===== src/rtl/fifo_pair_adder_pkg.sv =====
// Shared FSM state type and default widths for the FIFO pair adder.
package fifo_pair_adder_pkg;

  localparam int unsigned DefDataW = 32;
  localparam int unsigned DefPairs = 4;
  localparam int unsigned DefAddrW = 4;
  localparam int unsigned DefCntW  = 4;

  typedef enum logic [2:0] {
    StIdle,
    StPopA,
    StLatA,
    StPopB,
    StLatB,
    StWrite,
    StDone
  } state_e;

endpackage


===== src/rtl/fifo_pair_adder_pair_addsub.sv =====
// Combinational adder/subtractor producing A+B or A-B with a signed-overflow flag.
module pair_addsub
  import fifo_pair_adder_pkg::*;
#(
  parameter int unsigned DATA_W = DefDataW
) (
  input  logic [DATA_W-1:0] i_a,
  input  logic [DATA_W-1:0] i_b,
  input  logic              i_sub,
  output logic [DATA_W-1:0] o_sum,
  output logic              o_ovf
);

  logic [DATA_W-1:0] w_b_op;

  always_comb begin
    // Subtraction as A + ~B + 1 so one adder serves both operations.
    w_b_op = i_sub ? ~i_b : i_b;
    o_sum  = i_a + w_b_op + {{(DATA_W-1){1'b0}}, i_sub};
    o_ovf  = (i_a[DATA_W-1] == w_b_op[DATA_W-1]) && (o_sum[DATA_W-1] != i_a[DATA_W-1]);
  end

endmodule


===== src/rtl/fifo_pair_adder.sv =====
// Pops operand pairs from a FIFO, adds/subtracts them and writes results to a register file.
// Optional sticky signed-overflow output enabled by defining FIFO_PAIR_ADDER_OVF_EN.
module fifo_pair_adder
  import fifo_pair_adder_pkg::*;
#(
  parameter int unsigned DATA_W    = DefDataW,
  parameter int unsigned PAIRS     = DefPairs,
  parameter int unsigned ADDR_W    = DefAddrW,
  parameter int unsigned CNT_W     = DefCntW,
  parameter int unsigned BASE_ADDR = 0
) (
  input  logic              clk,
  input  logic              reset,
  input  logic              op_start,
  input  logic              op_clear,
  input  logic              op_sub,
  input  logic [CNT_W-1:0]  fifo_count,
  input  logic [DATA_W-1:0] fifo_dout,
  output logic              fifo_re,
  output logic              rf_we,
  output logic [ADDR_W-1:0] rf_waddr,
  output logic [DATA_W-1:0] rf_wdata,
  output logic              busy,
  output logic              op_done
`ifdef FIFO_PAIR_ADDER_OVF_EN
  ,
  output logic              ovf
`endif
);

  state_e            r_state;
  state_e            w_state_d;
  logic [ADDR_W-1:0] r_idx;
  logic              r_sub;
  logic [DATA_W-1:0] r_a;
  logic [DATA_W-1:0] r_b;
  logic [ADDR_W-1:0] r_waddr;
  logic [DATA_W-1:0] r_wdata;

  logic              w_pop;
  logic              w_write;
  logic              w_last;
  logic              w_has_data;
  logic [ADDR_W-1:0] w_addr;
  logic [DATA_W-1:0] w_sum;
  logic              w_ovf;

  assign w_has_data = (fifo_count != '0);
  assign w_last     = (r_idx == ADDR_W'(PAIRS - 1));
  assign w_addr     = ADDR_W'(BASE_ADDR) + r_idx;

  pair_addsub #(
    .DATA_W (DATA_W)
  ) u_addsub (
    .i_a   (r_a),
    .i_b   (r_b),
    .i_sub (r_sub),
    .o_sum (w_sum),
    .o_ovf (w_ovf)
  );

  always_ff @(posedge clk or posedge reset) begin
    if (reset) begin
      r_state <= StIdle;
    end else begin
      r_state <= w_state_d;
    end
  end

  always_comb begin
    w_state_d = r_state;
    if (op_clear) begin
      w_state_d = StIdle;
    end else begin
      unique case (r_state)
        StIdle:  if (op_start) w_state_d = StPopA;
        StPopA:  w_state_d = !op_start ? StIdle : (w_has_data ? StLatA : StPopA);
        StLatA:  w_state_d = !op_start ? StIdle : StPopB;
        StPopB:  w_state_d = !op_start ? StIdle : (w_has_data ? StLatB : StPopB);
        StLatB:  w_state_d = !op_start ? StIdle : StWrite;
        StWrite: w_state_d = !op_start ? StIdle : (w_last ? StDone : StPopA);
        StDone:  if (!op_start) w_state_d = StIdle;
        default: w_state_d = StIdle;
      endcase
    end
  end

  // Strobes are qualified by op_start/op_clear so an abort or clear never pops or writes.
  always_comb begin
    w_pop   = 1'b0;
    w_write = 1'b0;
    if (op_start && !op_clear) begin
      w_pop   = ((r_state == StPopA) || (r_state == StPopB)) && w_has_data;
      w_write = (r_state == StWrite);
    end
    fifo_re  = w_pop;
    rf_we    = w_write;
    rf_waddr = w_write ? w_addr : r_waddr;
    rf_wdata = w_write ? w_sum : r_wdata;
    busy     = (r_state != StIdle) && (r_state != StDone);
    op_done  = (r_state == StDone);
  end

  always_ff @(posedge clk or posedge reset) begin
    if (reset) begin
      r_idx   <= '0;
      r_sub   <= 1'b0;
      r_a     <= '0;
      r_b     <= '0;
      r_waddr <= '0;
      r_wdata <= '0;
    end else if (op_clear) begin
      r_idx   <= '0;
      r_sub   <= 1'b0;
      r_a     <= '0;
      r_b     <= '0;
      r_waddr <= '0;
      r_wdata <= '0;
    end else begin
      if ((r_state == StIdle) && op_start) begin
        r_idx <= '0;
        r_sub <= op_sub;
      end
      if ((r_state == StLatA) && op_start) r_a <= fifo_dout;
      if ((r_state == StLatB) && op_start) r_b <= fifo_dout;
      if (w_write) begin
        r_waddr <= w_addr;
        r_wdata <= w_sum;
        if (!w_last) r_idx <= r_idx + ADDR_W'(1);
      end
    end
  end

`ifdef FIFO_PAIR_ADDER_OVF_EN
  logic r_ovf;

  always_ff @(posedge clk or posedge reset) begin
    if (reset) begin
      r_ovf <= 1'b0;
    end else if (op_clear || ((r_state == StIdle) && op_start)) begin
      r_ovf <= 1'b0;
    end else if (w_write && w_ovf) begin
      r_ovf <= 1'b1;
    end
  end

  assign ovf = r_ovf;
`else
  logic w_unused_ovf;
  assign w_unused_ovf = w_ovf;
`endif

endmodule


===== config.mk =====
export PLATFORM = sky130hd
export DESIGN_NAME = fifo_pair_adder
export DESIGN_NICKNAME = d
export VERILOG_FILES = /design/src/rtl/fifo_pair_adder_pkg.sv /design/src/rtl/fifo_pair_adder_pair_addsub.sv /design/src/rtl/fifo_pair_adder.sv
export SDC_FILE = /design/constraint.sdc
export NUM_CORES = 1
export LEC_CHECK = 0
export CAP_MARGIN = 20
export CORE_MARGIN = 8
export CORE_UTILIZATION = 60
export CTS_CLUSTER_DIAMETER = 200
export DETAILED_ROUTE_END_ITERATION = 7
export HOLD_SLACK_MARGIN = 0.08
export PLACE_DENSITY_LB_ADDON = 0.1
export SYNTH_ARGS = -nofsm -noshare
export SYNTH_HDL_FRONTEND = slang
export SYNTH_SLANG_ARGS = --single-unit

===== constraint.sdc =====
create_clock -name clk -period 10.2 [get_ports clk]
set_input_delay 1.53 -clock clk [delete_from_list [all_inputs] [get_ports clk]]
set_output_delay 1.53 -clock clk [all_outputs]
set_load 0.01 [all_outputs]

==> Word-level counts from Yosys, hierarchy flattened <==
Index checks and enable logic that the tools add are counted.
{ "word_totals": {"word_cells": 65, "inputBits": 41, "regBits": 108, "out_inout_bits": 40} }
{ "op_classes": {"n_reduce_logical": 15, "n_mux": 29, "n_addsub": 3, "bitwise": 1, "n_eq_ne": 10} }
{ "op_table": {"columns": ["cell", "n"], "rows": [
  ["2-to-1 mux 32 bit", 7],
  ["adder 32 x 1 -> 32 bit", 1],
  ["adder 32 bit", 1],
  ["NOT 32 bit", 1],
  ["2-to-1 mux 3 bit", 8],
  ["2-to-1 mux 4 bit", 6],
  ["one-hot mux 3 bit (7 select lines)", 1],
  ["equality test 3 bit (second input constant)", 3],
  ["!= test 3 bit (second input constant)", 3],
  ["equality test 3 x 2 -> 1 bit (second input constant)", 2],
  ["logical AND 1 bit", 6],
  ["2-to-1 mux 2 bit", 3],
  ["nonzero test 2 bit", 3],
  ["adder 4 x 1 -> 4 bit (second input constant)", 1],
  ["equality test 4 x 2 -> 1 bit (second input constant)", 1],
  ["2-to-1 mux 1 bit", 4],
  ["nonzero test 4 bit", 1],
  ["equality test 3 x 1 -> 1 bit (second input constant)", 1],
  ["zero test 3 bit", 1],
  ["nonzero test 3 bit", 1],
  ["AND reduction 2 bit", 1],
  ["zero test 1 bit", 1],
  ["logical OR 1 bit", 1]
]} }

==> Depth between registers and ports, before layout <==
{ "logic_depth": {"depth_word": 6, "ltp_mapped": 12, "mapped_depth_nobuf": 9} }

==> Cells and area by module <==
A second synthesis with hierarchy kept.
{ "hier_totals": {"cells_unflattened": 854, "hier_area_um2": 7274.5} }
{ "modules_own_cells": {"columns": ["mod", "instances", "cells_per_inst", "seq_area_each_um2", "area_per_inst_um2"], "rows": [
  ["fifo_pair_adder", 1, 538, 2702.6, 5027.3],
  ["pair_addsub", 1, 316, 0.0, 2247.2]
]} }

==> Worst setup path before layout <==
OpenSTA, ideal clock, no wires.
{ "synth_path": {"kind": "register -> output", "startpoint": "register r_sub", "endpoint": "output port rf_wdata[26]", "path_stages_with_launch": 12, "arrival_time_ns": 2.930, "slack_ns": 5.740, "path_buffers": 2, "t_required_ns": 8.670, "cell_sequence": "dfrtp_1 > buf_2 > buf_1 > xor2_1 > fa_1 > a21oi_1 > o211ai_1 > and2_1 > a221o_2 > a31oi_2 > xor2_1 > o21ai_1"} }
{ "synth_between": {"elab_chain_len": 4} }
{ "synth_rtl": {"columns": ["item", "line", "rtl"], "rows": [
  ["from (decl)", "fifo_pair_adder.sv:34", "logic r_sub;"],
  ["from (signal assigned)", "fifo_pair_adder.sv:122", "r_sub <= op_sub;"],
  ["2-to-1 mux 32 bit", "fifo_pair_adder_pair_addsub.sv:18", "w_b_op = i_sub ? ~i_b : i_b;"],
  ["adder 32 bit", "fifo_pair_adder_pair_addsub.sv:19", "o_sum = i_a + w_b_op + {{(DATA_W-1){1'b0}}, i_sub};"],
  ["adder 32 x 1 -> 32 bit (*)", "fifo_pair_adder_pair_addsub.sv:19", null],
  ["2-to-1 mux 32 bit (*)", null, null],
  ["to (decl)", "fifo_pair_adder.sv:22", "output logic [DATA_W-1:0] rf_wdata,"]
]} }
Every way passes the cells marked *; elsewhere a longest branch is shown, timed or not.

==> Final worst setup path <==
{ "layout_path": {"startpoint": "input port op_clear", "endpoint": "output port rf_wdata[29]"} }
{ "layout_between": {"elab_chain_len": 4} }
{ "layout_rtl": {"columns": ["item", "line", "rtl"], "rows": [
  ["from (decl)", "fifo_pair_adder.sv:15", "input logic op_clear,"],
  ["zero test 1 bit", "fifo_pair_adder.sv:92", "if (op_start && !op_clear) begin"],
  ["logical AND 1 bit", "fifo_pair_adder.sv:92", null],
  ["2-to-1 mux 1 bit", "fifo_pair_adder.sv:92", null],
  ["2-to-1 mux 32 bit", null, null]
]} }
Every way passes these cells.

==> flow_metrics.py <==
metrics = {
    "run_status": {
        "outcome": "finished clean",
    },
    "global_route": {
        "grt_pass1_wl_um": 28600,
        "grt_max_degree": 90,
        "track_usage_pct": 23.7,
        "overflow": 0,
        "grt_pass1_vias": 5782,
        "antenna_found_initial": 0,
    },
    "sta": {
        "finalSetupViolCount": 0,
        "tns_ns": 0,
        "finalHoldViolCount": 0,
        "worstMarginPinSlew_ns": 0.962,
        "clock_skew_ns": 0.00593,
        "finalCritPeriodShare_pct": 62.9,
        "fin_crit_ns": 6.42,
        "drv_slew": 0,
        "relSlewSlack_pct": 35.9,
        "rsz0062_at_grt": "no",
        "max_freq_mhz": 156,
    },
    "clocking": {
        "cts_resized": 0,
        "insertion_delay_ns": 0.35,
        "cts_tree": "done",
        "cts_max_path_buffers": 2,
        "root_buffer": "clkbuf_16",
        "cts-htree-levels": 3,
        "cts_setup_buffers": 0,
        "clkTransAtPathRegs_ns": 0.07,
        "cts.sinks": 108,
        "ctsHoldBuffers": 0,
        "cts-buffers-inserted": 9,
    },
    "routing": {
        "met2WireLength_um": 8000,
        "wl_met1_um": 8430,
        "drc": 0,
        "top_layer": "met4",
        "wl_per_cell_um": 17.2,
        "first_pass_iters": 5,
        "vias": 6097,
        "detail-route-antenna-nets": 0,
        "wl_um": 17800,
        "vias_per_cell": 5.88,
        "drt_iter0_markers": 610,
        "wl_met3_um": 1110,
    },
    "finish": {
        "n_antenna_cell": 0,
        "finalNetCount": 967,
        "drive_gt1_share_pct": 5.03,
        "design_area_um2": 7950,
        "synthToLayoutAreaGrowth_pct": 16.2,
        "post-route-util_pct": 70.5,
    },
    "power_and_ir_drop": {
        "power.leakage_nw": 3.67,
        "power_switching_w": 0.000213,
        "p_int_w": 0.000636,
        "clock_power_share_pct": 38.3,
        "ir_drop_v": 0.000164,
        "p_seq_share_pct": 51.1,
        "powerDensity_nw_per_um2": 107,
        "switching_share_pct": 25.1,
        "power_frac_comb_pct": 10.5,
    },
    "logic_synthesis": {
        "yosysTopAreaCellShare_pct": 39.5,
        "syn_avg_cell_area_um2": 8.15,
        "synth_edf_count": 0,
        "ys_warn_count": 0,
        "synth_common_cells": "nand2_1 (227), a21oi_1 (132), dfrtp_1 (108), xor2_1 (43), ha_1 (35)",
        "ys_seq_area_share_pct": 39.5,
        "synth-seq-cells": 108,
        "syn_nets": 917,
        "netlist.top_cell.by_area": "dfrtp_1",
        "ys.flop_type": "dfrtp_1",
        "syn_area_um2": 6840,
        "ys_async_sr_fraction_pct": 100,
        "yosysMostFrequentCell": "nand2_1",
        "yosysUniqueCellTypes": 60,
        "synth_area_leaders": "dfrtp_1 (39%), nand2_1 (12%), a21oi_1 (9.7%), ha_1 (6.4%), xor2_1 (5.5%)",
        "synth_cells": 840,
    },
    "die": {
        "core_area_um2": 11300,
        "die_width_um": 123,
        "rows": 39,
        "io_pins": 81,
        "die_h_um": 123,
        "start_util_pct": 60.7,
        "die_area_um2": 15100,
    },
    "critical_path": {
        "endpoint_kind": "output port",
        "critPathKind": "in2out",
        "cp_data_arrival_time_ns": 4.89,
        "cp_data_required_time_ns": 8.67,
        "crit_path_max_fanout": 89,
        "r2r_slack_ns": 6.38,
        "cp-start-kind": "input port",
    },
    "place": {
        "place_area_um2": 7680,
        "dp_hpwl_um": 12800,
        "io_buffers": 80,
        "globalplace.congestion": 0.912,
    },
    "run": {
        "maxCapViolCount": 0,
    },
    "worst_hold_path": {
        "min_path_type": "reg2reg",
    },
}
## state kept, by name (all words and copies together), names as in the netlist
signal / count
r_wdata: 32
r_state: 3
r_waddr: 4
r_a: 32
r_sub: 1
r_b: 32
r_idx: 4
## kinds of logic after synthesis
group,count (synthesis),share of synthesized area [%]
simple gates,324,20.2
compound gates,241,20.7
flops,108,39.5
xor+xnor,60,7.68
buf+inv,60,3.55
fa+ha+maj,36,6.69
mux,11,1.74
## power groups by stage
| stage | Clock (W) | Sequential [W] | Combinational (W) |
|---|---|---|---|
| floorplan | 0 | 0.000440 | 0.0000552 |
| global placement | 0 | 0.000442 | 0.0000878 |
| detailed placement | 0 | 0.000442 | 0.0000886 |
| CTS | 0.000335 | 0.000434 | 0.0000895 |
| global route | 0.000352 | 0.000434 | 0.0000984 |
| finish | 0.000325 | 0.000434 | 0.0000896 |
## path summary, 6_finish.rpt
kind                                   from      endpoint  cells past startpoint
worst max register to register        r_sub   r_wdata[28]                     10
min in group asynchronous             reset        r_b[8]                      2
max in group asynchronous             reset   r_wdata[24]                      3
worst min-delay path            r_wdata[11]   r_wdata[11]                      1
worst max-delay path               op_clear  rf_wdata[29]                     10
worst min register to register  r_wdata[11]   r_wdata[11]                      1
## routing by layer
layer | GRT usage, % | vias to the layer above
li1 | - | 2979
met1 | 33.5 | 2904
met2 | 36.6 | 193
met3 | 5.06 | 21
met4 | 5.26 | 0
met5 | 0 | -
## cell type report
class                      instances  area (um^2)
multi-input combinational        672         3900
fill                             912         3320
sequential                       108         2700
timing repair buffer              88          856
clock buffer                      12          246
tap                              143          179
inverter                          11         43.8
clock inverter                     3         23.8
## placed cells by master, fill, tap and decap left out, types with 4 or more instances in the layout
cell type        count
mux2_2               7
nand3_1             12
and2_1              14
ha_1                35
buf_4                8
inv_1                9
nor2_1              31
mux2i_1              4
o21bai_1             4
xnor2_1             17
clkbuf_16            9
o21ai_0             25
o21ai_1             21
nor3_1              10
dfrtp_1            108
a21o_1              15
xor2_1              43
a21oi_1            132
and3_1              10
clkdlybuf4s50_1     79
o211ai_1            10
nand2_1            227
## critical path, cell delays in order
cell	delay [ns]
buf_2	0.08
buf_4	0.68
inv_1	0.44
nand2_1	0.15
buf_4	0.43
inv_2	0.38
nor2_1	0.20
a21oi_1	0.08
or3_1	0.40
clkdlybuf4s50_1	0.49
## per-stage QoR
stage / cells / hold WS [ns] / setup slack, ns / total power [W]
detailed placement: 1022 / 0.466 / 3.80 / 0.000531
CTS: 1037 / 0.482 / 3.78 / 0.000859
global placement: 1022 / 0.460 / 3.87 / 0.000530
finish: 1037 / 0.483 / 3.78 / 0.000849
floorplan: 840 / 0.450 / 5.74 / 0.000495
global route: 1037 / 0.509 / 3.53 / 0.000884
(Power assumes the default switching activity.)
